<file path="config.mk">
export PLATFORM = sky130hd
export DESIGN_NAME = dsha_work_scheduler
export DESIGN_NICKNAME = d
export VERILOG_FILES = /design/src/rtl/dsha_pkg.sv /design/src/rtl/dsha_work_scheduler_result_fifo.sv /design/src/rtl/dsha_work_scheduler.sv
export SDC_FILE = /design/constraint.sdc
export NUM_CORES = 2
export LEC_CHECK = 0
export CAP_MARGIN = 20
export CORE_AREA = 2 2 764 766
export CTS_BUF_LIST = sky130_fd_sc_hd__clkbuf_16
export CTS_CLUSTER_SIZE = 8
export DETAILED_ROUTE_END_ITERATION = 16
export DIE_AREA = 0 0 766 768
export HOLD_SLACK_MARGIN = 0.12
export PLACE_DENSITY_LB_ADDON = 0.2
export SETUP_SLACK_MARGIN = 0.5
export SKIP_CTS_REPAIR_TIMING = 1
export SKIP_LAST_GASP = 1
export SLEW_MARGIN = 20
export SYNTH_ARGS = -nofsm -noshare
export SYNTH_HDL_FRONTEND = slang
export SYNTH_SLANG_ARGS = --single-unit
</file>
<file path="constraint.sdc">
create_clock -name clk -period 16.1 [get_ports clk]
set_input_delay 3.22 -clock clk [delete_from_list [all_inputs] [get_ports clk]]
set_output_delay 3.22 -clock clk [all_outputs]
set_load 0.02 [all_outputs]
</file>
<file path="src/rtl/dsha_pkg.sv">
// Shared widths, scheduler state encoding and the difficulty screen
// used by the dsha work scheduler and its result path.
package dsha_pkg;

    localparam int unsigned HASH_W  = 256;
    localparam int unsigned Y_W     = 96;
    localparam int unsigned NONCE_W = 32;

    typedef enum logic [1:0] {
        IDLE,
        RUN,
        DRAIN,
        DONE
    } sched_state_t;

    // Hard target needs 32 leading zero bits; easy target only 24.
    function automatic logic meets_target(input logic [HASH_W-1:0] hash, input logic easy);
        return (hash[255:232] == '0) && (easy || (hash[231:224] == '0));
    endfunction

endpackage

</file>
<file path="src/rtl/dsha_work_scheduler_result_fifo.sv">
// Synchronous FIFO with flush; simultaneous push and pop are accepted even when full.
module result_fifo #(
    parameter int unsigned WIDTH = 288,
    parameter int unsigned DEPTH = 4
) (
    input  logic             clk,
    input  logic             rst,
    input  logic             flush,
    input  logic             push,
    input  logic             pop,
    input  logic [WIDTH-1:0] din,
    output logic [WIDTH-1:0] dout,
    output logic             full,
    output logic             empty
);

    localparam int unsigned AW = (DEPTH > 1) ? $clog2(DEPTH) : 1;
    localparam logic [AW:0] PTR_ONE = {{AW{1'b0}}, 1'b1};

    logic [WIDTH-1:0] mem [DEPTH];
    logic [AW:0]      wr_ptr;
    logic [AW:0]      rd_ptr;
    logic             do_push;
    logic             do_pop;

    // Extra pointer bit distinguishes full from empty when indices match.
    assign empty   = (wr_ptr == rd_ptr);
    assign full    = (wr_ptr[AW] != rd_ptr[AW]) && (wr_ptr[AW-1:0] == rd_ptr[AW-1:0]);
    assign do_pop  = pop && !empty;
    assign do_push = push && (!full || do_pop);
    assign dout    = mem[rd_ptr[AW-1:0]];

    always_ff @(posedge clk) begin
        if (rst || flush) begin
            wr_ptr <= '0;
            rd_ptr <= '0;
        end else begin
            if (do_push) wr_ptr <= wr_ptr + PTR_ONE;
            if (do_pop)  rd_ptr <= rd_ptr + PTR_ONE;
        end
    end

    always_ff @(posedge clk) begin
        if (do_push && !flush) mem[wr_ptr[AW-1:0]] <= din;
    end

endmodule

</file>
<file path="src/rtl/dsha_work_scheduler.sv">
// Feeds work and a shared nonce counter to the finisher cores, screens their
// hashes against the target and queues round-robin-arbitrated winners.
module dsha_work_scheduler
    import dsha_pkg::*;
#(
    parameter int unsigned NUM_CORES  = 3,
    parameter int unsigned PIPE_DEPTH = 64,
    parameter int unsigned FIFO_DEPTH = 4
) (
    input  logic                          clk,
    input  logic                          rst,
    input  logic                          work_valid,
    input  logic [HASH_W-1:0]             work_x,
    input  logic [Y_W-1:0]                work_y,
    input  logic [NONCE_W-1:0]            work_nonce_start,
    input  logic [NONCE_W-1:0]            work_nonce_end,
    input  logic                          easy_mode,
    output logic [HASH_W-1:0]             core_x,
    output logic [Y_W-1:0]                core_y,
    output logic [NONCE_W-1:0]            core_nonce,
    input  logic [NUM_CORES-1:0]          core_accepted,
    input  logic [NUM_CORES*HASH_W-1:0]   core_hash,
    input  logic [NUM_CORES*NONCE_W-1:0]  core_out_nonce,
    output logic                          res_valid,
    input  logic                          res_ready,
    output logic [HASH_W-1:0]             res_hash,
    output logic [NONCE_W-1:0]            res_nonce,
    output logic                          busy,
    output logic                          done,
    output logic [7:0]                    drop_count
);

    localparam int unsigned PTR_W    = (NUM_CORES > 1) ? $clog2(NUM_CORES) : 1;
    localparam int unsigned CNT_W    = $clog2(PIPE_DEPTH + 1);
    localparam logic [CNT_W-1:0] PIPE_CNT = CNT_W'(PIPE_DEPTH);
    localparam int unsigned RES_W    = HASH_W + NONCE_W;

    sched_state_t          state_q;
    sched_state_t          state_d;
    logic [NONCE_W-1:0]    end_q;
    logic [CNT_W-1:0]      blank_cnt;
    logic [CNT_W-1:0]      drain_cnt;
    logic [PTR_W-1:0]      rr_ptr;
    logic [NUM_CORES-1:0]  hit_raw;
    logic [NUM_CORES-1:0]  hit_q;
    logic [HASH_W-1:0]     hash_q  [NUM_CORES];
    logic [NONCE_W-1:0]    nonce_q [NUM_CORES];
    logic [NONCE_W-1:0]    last_nonce;
    logic                  last_valid;
    logic                  accept;
    logic                  last_accept;
    logic                  qualify;
    logic                  win_found;
    logic [PTR_W-1:0]      win_next_ptr;
    logic [HASH_W-1:0]     win_hash;
    logic [NONCE_W-1:0]    win_nonce;
    int unsigned           hit_cnt;
    int unsigned           drop_inc;
    int unsigned           drop_sum;
    logic [7:0]            drop_d;
    logic                  dup;
    logic                  push;
    logic                  overflow;
    logic                  pop_fire;
    logic                  fifo_full;
    logic                  fifo_empty;
    logic [RES_W-1:0]      fifo_dout;

    always_ff @(posedge clk) begin
        if (rst) state_q <= IDLE;
        else     state_q <= state_d;
    end

    always_comb begin
        state_d = state_q;
        if (work_valid) begin
            state_d = RUN;
        end else begin
            case (state_q)
                RUN:     if (last_accept) state_d = DRAIN;
                DRAIN:   if (drain_cnt <= CNT_W'(1)) state_d = DONE;
                default: ;
            endcase
        end
    end

    always_comb begin
        busy = (state_q == RUN) || (state_q == DRAIN);
        done = (state_q == DONE);
    end

    assign accept      = (state_q == RUN) && (|core_accepted);
    assign last_accept = accept && (core_nonce == end_q);
    assign qualify     = ((state_q == RUN) || (state_q == DRAIN)) && (blank_cnt == '0);

    always_ff @(posedge clk) begin
        if (rst) begin
            core_x     <= '0;
            core_y     <= '0;
            core_nonce <= '0;
            end_q      <= '0;
            blank_cnt  <= '0;
            drain_cnt  <= '0;
        end else if (work_valid) begin
            core_x     <= work_x;
            core_y     <= work_y;
            core_nonce <= work_nonce_start;
            end_q      <= work_nonce_end;
            blank_cnt  <= PIPE_CNT;
            drain_cnt  <= '0;
        end else begin
            if (accept && !last_accept) core_nonce <= core_nonce + NONCE_W'(1);
            if (blank_cnt != '0) blank_cnt <= blank_cnt - CNT_W'(1);
            if (last_accept)
                drain_cnt <= PIPE_CNT;
            else if ((state_q == DRAIN) && (drain_cnt != '0))
                drain_cnt <= drain_cnt - CNT_W'(1);
        end
    end

    always_comb begin
        hit_raw = '0;
        for (int unsigned i = 0; i < NUM_CORES; i++)
            hit_raw[i] = meets_target(core_hash[HASH_W*i +: HASH_W], easy_mode);
    end

    always_ff @(posedge clk) begin
        if (rst || work_valid) hit_q <= '0;
        else                   hit_q <= hit_raw & {NUM_CORES{qualify}};
    end

    always_ff @(posedge clk) begin
        for (int unsigned i = 0; i < NUM_CORES; i++) begin
            hash_q[i]  <= core_hash[HASH_W*i +: HASH_W];
            nonce_q[i] <= core_out_nonce[NONCE_W*i +: NONCE_W];
        end
    end

    // Round robin: first pass covers indices at/after the pointer, second wraps below it.
    always_comb begin
        win_found    = 1'b0;
        win_hash     = '0;
        win_nonce    = '0;
        win_next_ptr = rr_ptr;
        hit_cnt      = 0;
        for (int unsigned i = 0; i < NUM_CORES; i++) begin
            if (hit_q[i]) hit_cnt = hit_cnt + 1;
            if (hit_q[i] && !win_found && (i >= 32'(rr_ptr))) begin
                win_found    = 1'b1;
                win_hash     = hash_q[i];
                win_nonce    = nonce_q[i];
                win_next_ptr = (i + 1 == NUM_CORES) ? '0 : PTR_W'(i + 1);
            end
        end
        for (int unsigned i = 0; i < NUM_CORES; i++) begin
            if (hit_q[i] && !win_found) begin
                win_found    = 1'b1;
                win_hash     = hash_q[i];
                win_nonce    = nonce_q[i];
                win_next_ptr = (i + 1 == NUM_CORES) ? '0 : PTR_W'(i + 1);
            end
        end
    end

    assign pop_fire = res_valid && res_ready;
    assign dup      = last_valid && (win_nonce == last_nonce);
    assign push     = win_found && !dup && !work_valid && (!fifo_full || pop_fire);
    assign overflow = win_found && !dup && !work_valid && fifo_full && !pop_fire;

    always_comb begin
        drop_inc = 0;
        if (win_found && !work_valid) drop_inc = hit_cnt - 1 + {31'b0, overflow};
        drop_sum = 32'(drop_count) + drop_inc;
        drop_d   = (drop_sum > 255) ? 8'hFF : drop_sum[7:0];
    end

    always_ff @(posedge clk) begin
        if (rst) begin
            rr_ptr     <= '0;
            last_valid <= 1'b0;
            last_nonce <= '0;
            drop_count <= '0;
        end else begin
            drop_count <= drop_d;
            if (work_valid) begin
                last_valid <= 1'b0;
            end else begin
                if (win_found) rr_ptr <= win_next_ptr;
                if (push) begin
                    last_valid <= 1'b1;
                    last_nonce <= win_nonce;
                end
            end
        end
    end

    result_fifo #(
        .WIDTH (RES_W),
        .DEPTH (FIFO_DEPTH)
    ) u_result_fifo (
        .clk   (clk),
        .rst   (rst),
        .flush (work_valid),
        .push  (push),
        .pop   (pop_fire),
        .din   ({win_hash, win_nonce}),
        .dout  (fifo_dout),
        .full  (fifo_full),
        .empty (fifo_empty)
    );

    assign res_valid = !fifo_empty;
    assign res_hash  = res_valid ? fifo_dout[RES_W-1 -: HASH_W] : '0;
    assign res_nonce = res_valid ? fifo_dout[NONCE_W-1:0] : '0;

endmodule
</file>
# == Yosys cells after proc, flatten, opt, wreduce, memory -nomap -nowiden ==
# Memories as Yosys holds them, arrays and structs flattened. A register that Yosys moved wholly into a read port is not among the register bits.
# Cells that the tools add are included.
# word_totals
register_bits,484
ram_bits,2016
inputBits,1288
out_inout_bits,683
wordCells,162
memories,3
# mem_list
memory,words,word_bits,read_ports,rd_clocked_by_memory_dff,write_ports,line_no,source
u_result_fifo.mem,4,288,1,1,1,dsha_work_scheduler_result_fifo.sv:20,logic [WIDTH-1:0] mem [DEPTH];
hash_q,3,256,3,0,3,dsha_work_scheduler.sv:46,logic [HASH_W-1:0] hash_q [NUM_CORES];
nonce_q,3,32,3,0,3,dsha_work_scheduler.sv:47,logic [NONCE_W-1:0] nonce_q [NUM_CORES];
# op_classes
addsub,10
n_lt_le_gt_ge,5
n_eq_ne,12
mux,45
bitwise_logic,2
n_reduce_logical,68
# ops
cell,n
two-way mux 256 bit,7
two-way mux 32 bit,12
adder 32 x 1 -> 32 bit (second input constant),3
zero test 24 bit,3
== test 32 bit,2
adder 32 x 1 -> 32 bit,1
adder 8 x 32 -> 32 bit,1
> comparator 32 x 8 -> 1 bit (second input constant),1
subtractor 32 x 1 -> 32 bit (second input constant),1
logical AND 1 bit,28
two-way mux 7 bit,4
zero test 8 bit,3
two-way mux 2 bit,10
nonzero test 7 bit,2
subtractor 7 x 1 -> 7 bit (second input constant),2
zero test 1 bit,11
two-way mux 1 bit,10
AND reduction 3 bit,3
two-way mux 8 bit,1
nonzero test 2 bit,4
less-or-equal comparator 7 x 1 -> 1 bit (second input constant),1
zero test 7 bit,1
logical OR 1 bit,7
adder 3 x 1 -> 3 bit (second input constant),2
other kinds (17),22

# == Logic depth before layout (Yosys ltp) ==
# depth
depth_word,32
depth_mapped,28
ltp_nobuf,24

# == Cells and area by module ==
# From an unflattened synthesis, not the netlist that was laid out.
# unflattened
hier_cells,5787
area_unflattened_um2,86017.5
# modules_own_cells
mod,n_inst,cells_per_inst,area_each_um2,seq_area_each_um2
dsha_work_scheduler,1,4225,43960.9,26865.8
result_fifo,1,1562,42056.6,34753.3

# == Least setup slack after synthesis ==
# No wires, ideal clock.
# synth_path
path_kind,input -> register
from,in work_valid
to,mem u_result_fifo.mem[0][0] (enable)
setup_time_ns,0.688
arrival_ns,10.978
t_required_ns,15.412
slack_ns,4.434
cell_stages,7
path_buffers,3
path_cell_list,clkbuf_1 clkinv_1 o21ai_2 nor2_1 clkbuf_1 clkbuf_1 and3_1
# synth_between
elab_chain_cells,7
# synth_lines
element,line_no,source
"start, declared",dsha_work_scheduler.sv:12,"input logic work_valid,"
zero test 1 bit *,"dsha_work_scheduler_result_fifo.sv:44, dsha_work_scheduler.sv:167",
logical AND 1 bit (2 in a row),dsha_work_scheduler.sv:167,assign push = win_found && !dup && !work_valid && (!fifo_full || pop_fire);
logical AND 1 bit,dsha_work_scheduler_result_fifo.sv:30,assign do_push = push && (!full || do_pop);
logical AND 1 bit *,dsha_work_scheduler_result_fifo.sv:44,if (do_push && !flush) mem[wr_ptr[AW-1:0]] <= din;
two-way mux 1 bit *,dsha_work_scheduler_result_fifo.sv:44,
two-way mux 1 bit (not written as such) *,dsha_work_scheduler_result_fifo.sv:44,
"end, declared",dsha_work_scheduler_result_fifo.sv:20,
# Every way passes the cells marked *; elsewhere a longest branch is shown, timed or not.

==> flow_summary_export.csv <==
group,metric,value,unit
run_status,outcome,"finished clean",
place,gp_congestion,0.983,
synth,yosys_warnings,0,
sta,min_period,8.61,ns
final_layout,final_layout_size_suffix_gt1_share,11.3,%
critical_path,required,12.88,ns
job,maxCapViolCount,0,
drt,drt_wl_total,451000,um
drt,wl_per_cell,28.8,um
critical_path,cp-start-kind,"register",
critical_path,criticalPathCategory,"reg2out",
critical_path,worst_setup_path_end_kind,"output port",
cts,clk_latency,0.98,ns
power,p_leak,47.0,nW
sta,worst_pin_slew,1.11,ns
final_layout,area_growth,47.4,%
sta,fin_setup_tns,0,ns
cts,clk_path_buf_depth,4,
sta,rsz0062_at_grt,"no",
global_route,grt_pass1_vias,59600,
global_route,grt_use_total,14.7,%
sta,slew_headroom,25.7,%
global_route,grt_max_degree,135,
synth,synth_ff_type,"dfxtp_1",
drt,drt_pass1_iterations,9,
place,io_buffers,1970,
floorplanning,io_pins,1971,
critical_path,crit_arrival,5.39,ns
place,dp_hpwl,348000,um
critical_path,rr_worst_depth,23,
synth,syn-instance-count,5447,
power,p_per_area,119,mW/mm2
final_layout,postLayoutCoreUtil,21.6,%
critical_path,cp_cell_sequence,"buf_4, buf_12, buf_12, mux4_2, and2_1, clkdlybuf4s50_1",
floorplanning,dieArea,0.588,mm2
synth,synth_edf_count,1152,
critical_path,cpMostUsedCell,"buf_12",
global_route,grt.overflow.total,0,
floorplanning,die_w,766,um
global_route,grt_pass1_wl,584000,um
sta,finalHoldViolCount,0,
drt,vias,56400,
global_route,antenna_found_initial,206,
critical_path,critPathMaxFanout,79,
cts,clock-sinks,2502,
critical_path,critPathMaxStageDelay,0.69,ns
synth,yosys-top-cells-area,"edfxtp_1 (41%), dfxtp_1 (32%), mux4_2 (7.6%)",
synth,yosysTopAreaCell,"edfxtp_1",
sta,fmax,0.116,GHz
drt,first_iter_violations,4512,
floorplanning,die_y,768,um
critical_path,cpMaxStageDelayCell,"dfxtp_4",
sta,finClkSkew,0.108,ns
min_path,hp-class,"reg2reg",
synth,async_flop_share,0,%
synth,syn_area,0.0851,mm2
drt,drc,0,
cts,cts_tree,"yes",
synth,syn_nets,6761,
floorplanning,coreArea,0.580,mm2
floorplanning,initial_utilization,14.7,%
min_path,whs_path_depth,2,
critical_path,critical_path_buf_inv_count,4,
power,max-vdd-ir-drop,79.8,uV
sta,setup_violations,0,
final_layout,fin_nets,8907,
cts,clk_pin_slew_worst_paths,0.05,ns
synth,syn_area_per_cell,15.6,um2
critical_path,cp.depth,6,
drt,ant_nets,0,
sta,fin_crit_sh,53.5,%
synth,netlist-cell-type-count,75,
cts,cts_max_level,5,
critical_path,cp_top_family,"buffers and inverters",
sta,maxSlewViolCount,0,
synth,synth-seq-area-share,72.4,%
synth,yosys_register_bits,2502,
cts,cts_root_buffer,"clkbuf_16",
synth,synth_top_area_share,40.7,%
floorplanning,rows,280,
cts,cts_buffers,362,
drt,avgViaCountPerCell,3.59,
## tightest hold or removal path, cell delays in order, from the launching register on
cell	delay [ns]
dfxtp_1	0.31
o21ai_0	0.07
a21oi_1	0.06
## per-layer routing
metal | share of wire [%] | GRT usage, % | up-vias
met2 | 52 | 27.4 | 2290
met5 | 0.13 | 0 | -
li1 | - | - | 24700
met4 | 4.2 | 5.49 | 94
met1 | 34 | 14.6 | 28600
met3 | 8.9 | 5.74 | 751
## final cells by class
cell class / count / area [um2]
Fill cell: 61600 / 454000
Sequential cell: 2502 / 61600
Multi-Input combinational cell: 2324 / 21200
Timing Repair Buffer: 2105 / 20900
Tap cell: 7755 / 9700
Clock buffer: 362 / 9060
Clock inverter: 235 / 1540
Inverter: 298 / 1120
Antenna cell: 98 / 245
## Yosys cell counts (all sizes together), types with 2 or more instances
| cell type | count |
|---|---|
| clkbuf | 205 |
| inv | 297 |
| o21ai | 39 |
| nand2 | 64 |
| a311oi | 3 |
| nand2b | 10 |
| nor2b | 3 |
| xnor2 | 82 |
| a22oi | 2 |
| nand3 | 32 |
| and2 | 295 |
| maj3 | 2 |
| a31o | 2 |
| and4 | 7 |
| nand4 | 26 |
| o221a | 9 |
| nor2 | 480 |
| o2bb2ai | 6 |
| buf | 118 |
| xor2 | 32 |
| ha | 24 |
| o21bai | 2 |
| a222oi | 273 |
| a211oi | 35 |
| nor4 | 33 |
| or2 | 7 |
| dfxtp | 1350 |
| o221ai | 19 |
| o22ai | 6 |
| fa | 2 |
| and3 | 7 |
| mux2i | 394 |
| nor3 | 8 |
| or3 | 4 |
| a21oi | 78 |
| mux4 | 288 |
| a221oi | 2 |
| edfxtp | 1152 |
| o21a | 19 |
| a21o | 4 |
| o2111ai | 4 |
| nand3b | 5 |
## final timing paths
path | slack, ns | from | end
max | 7.49 | register | res_hash[172]
min | 0.49 | last_nonce[3] | last_nonce[3]
max reg2reg | 8.44 | hit_q[2] | drop_count[3]
min reg2reg | 0.49 | last_nonce[3] | last_nonce[3]
## metrics by stage
stage	instance area, um2	hold slack [ns]	total power [mW]	std cells	worst slack, ns
finish	125000	0.488	14.9	15700	7.49
global route	125000	0.511	15.4	15600	6.98
CTS	125000	0.489	15.2	15600	7.19
detailed placement	115000	0.480	7.86	15000	7.17
global placement	114000	0.472	7.86	15000	7.20
floorplan	85100	0.441	7.20	5447	4.43
## power breakdown
part           switching, mW  internal [mW]  leakage, nW
registers              0.104           6.78         23.3
logic                  0.385          0.450         17.9
clock network           3.02           4.12         5.81
total                   3.51           11.4         47.0
## registers in the layout, indices dropped and copies added, names as in the netlist, named ones only
register              count
hash_q                  768
state_q                   2
core_x                  256
u_result_fifo.mem      1152
u_result_fifo.wr_ptr      3
blank_cnt                 7
nonce_q                  96
u_result_fifo.rd_ptr      3
hit_q                     3
end_q                    32
core_nonce               32
core_y                   96
last_valid                1
drain_cnt                 7
drop_count                8
last_nonce               32
rr_ptr                    2
## cell families (layout without fill, tap and decap cells)
logic type                 count (synthesis)  after routing  synth area share, %
other                                      0             98                    0
and+or+nand+nor                          989            989                 5.72
AOI/OAI and AO/OA                        510            510                 5.14
DFF                                     2502           2502                 72.4
adders and majority gates                 28             28                0.424
buffers and inverters                    621           3000                 2.83
xor gates and xnor gates                 114            114                 1.17
muxes                                    683            683                 12.3
## cell usage in the layout (no fill, tap or decap), types with 19 or more instances in the layout
cell,synthesis,final
mux2i_1,394,394
nand4_1,26,26
and2_1,293,293
buf_4,6,111
inv_1,296,480
a211oi_1,26,24
o21ai_0,36,36
a222oi_1,273,273
dfxtp_1,1350,1347
xnor2_1,82,82
a21oi_1,78,78
o221ai_1,19,19
ha_1,24,24
nand2_1,64,64
xor2_1,32,32
nand3_1,32,31
mux4_2,288,288
diode_2,0,98
clkbuf_16,0,362
nor4_1,32,27
nor2_1,479,475
edfxtp_1,1152,1152
clkdlybuf4s50_1,0,1968
No activity file was read; power rests on OpenSTA's default activity.
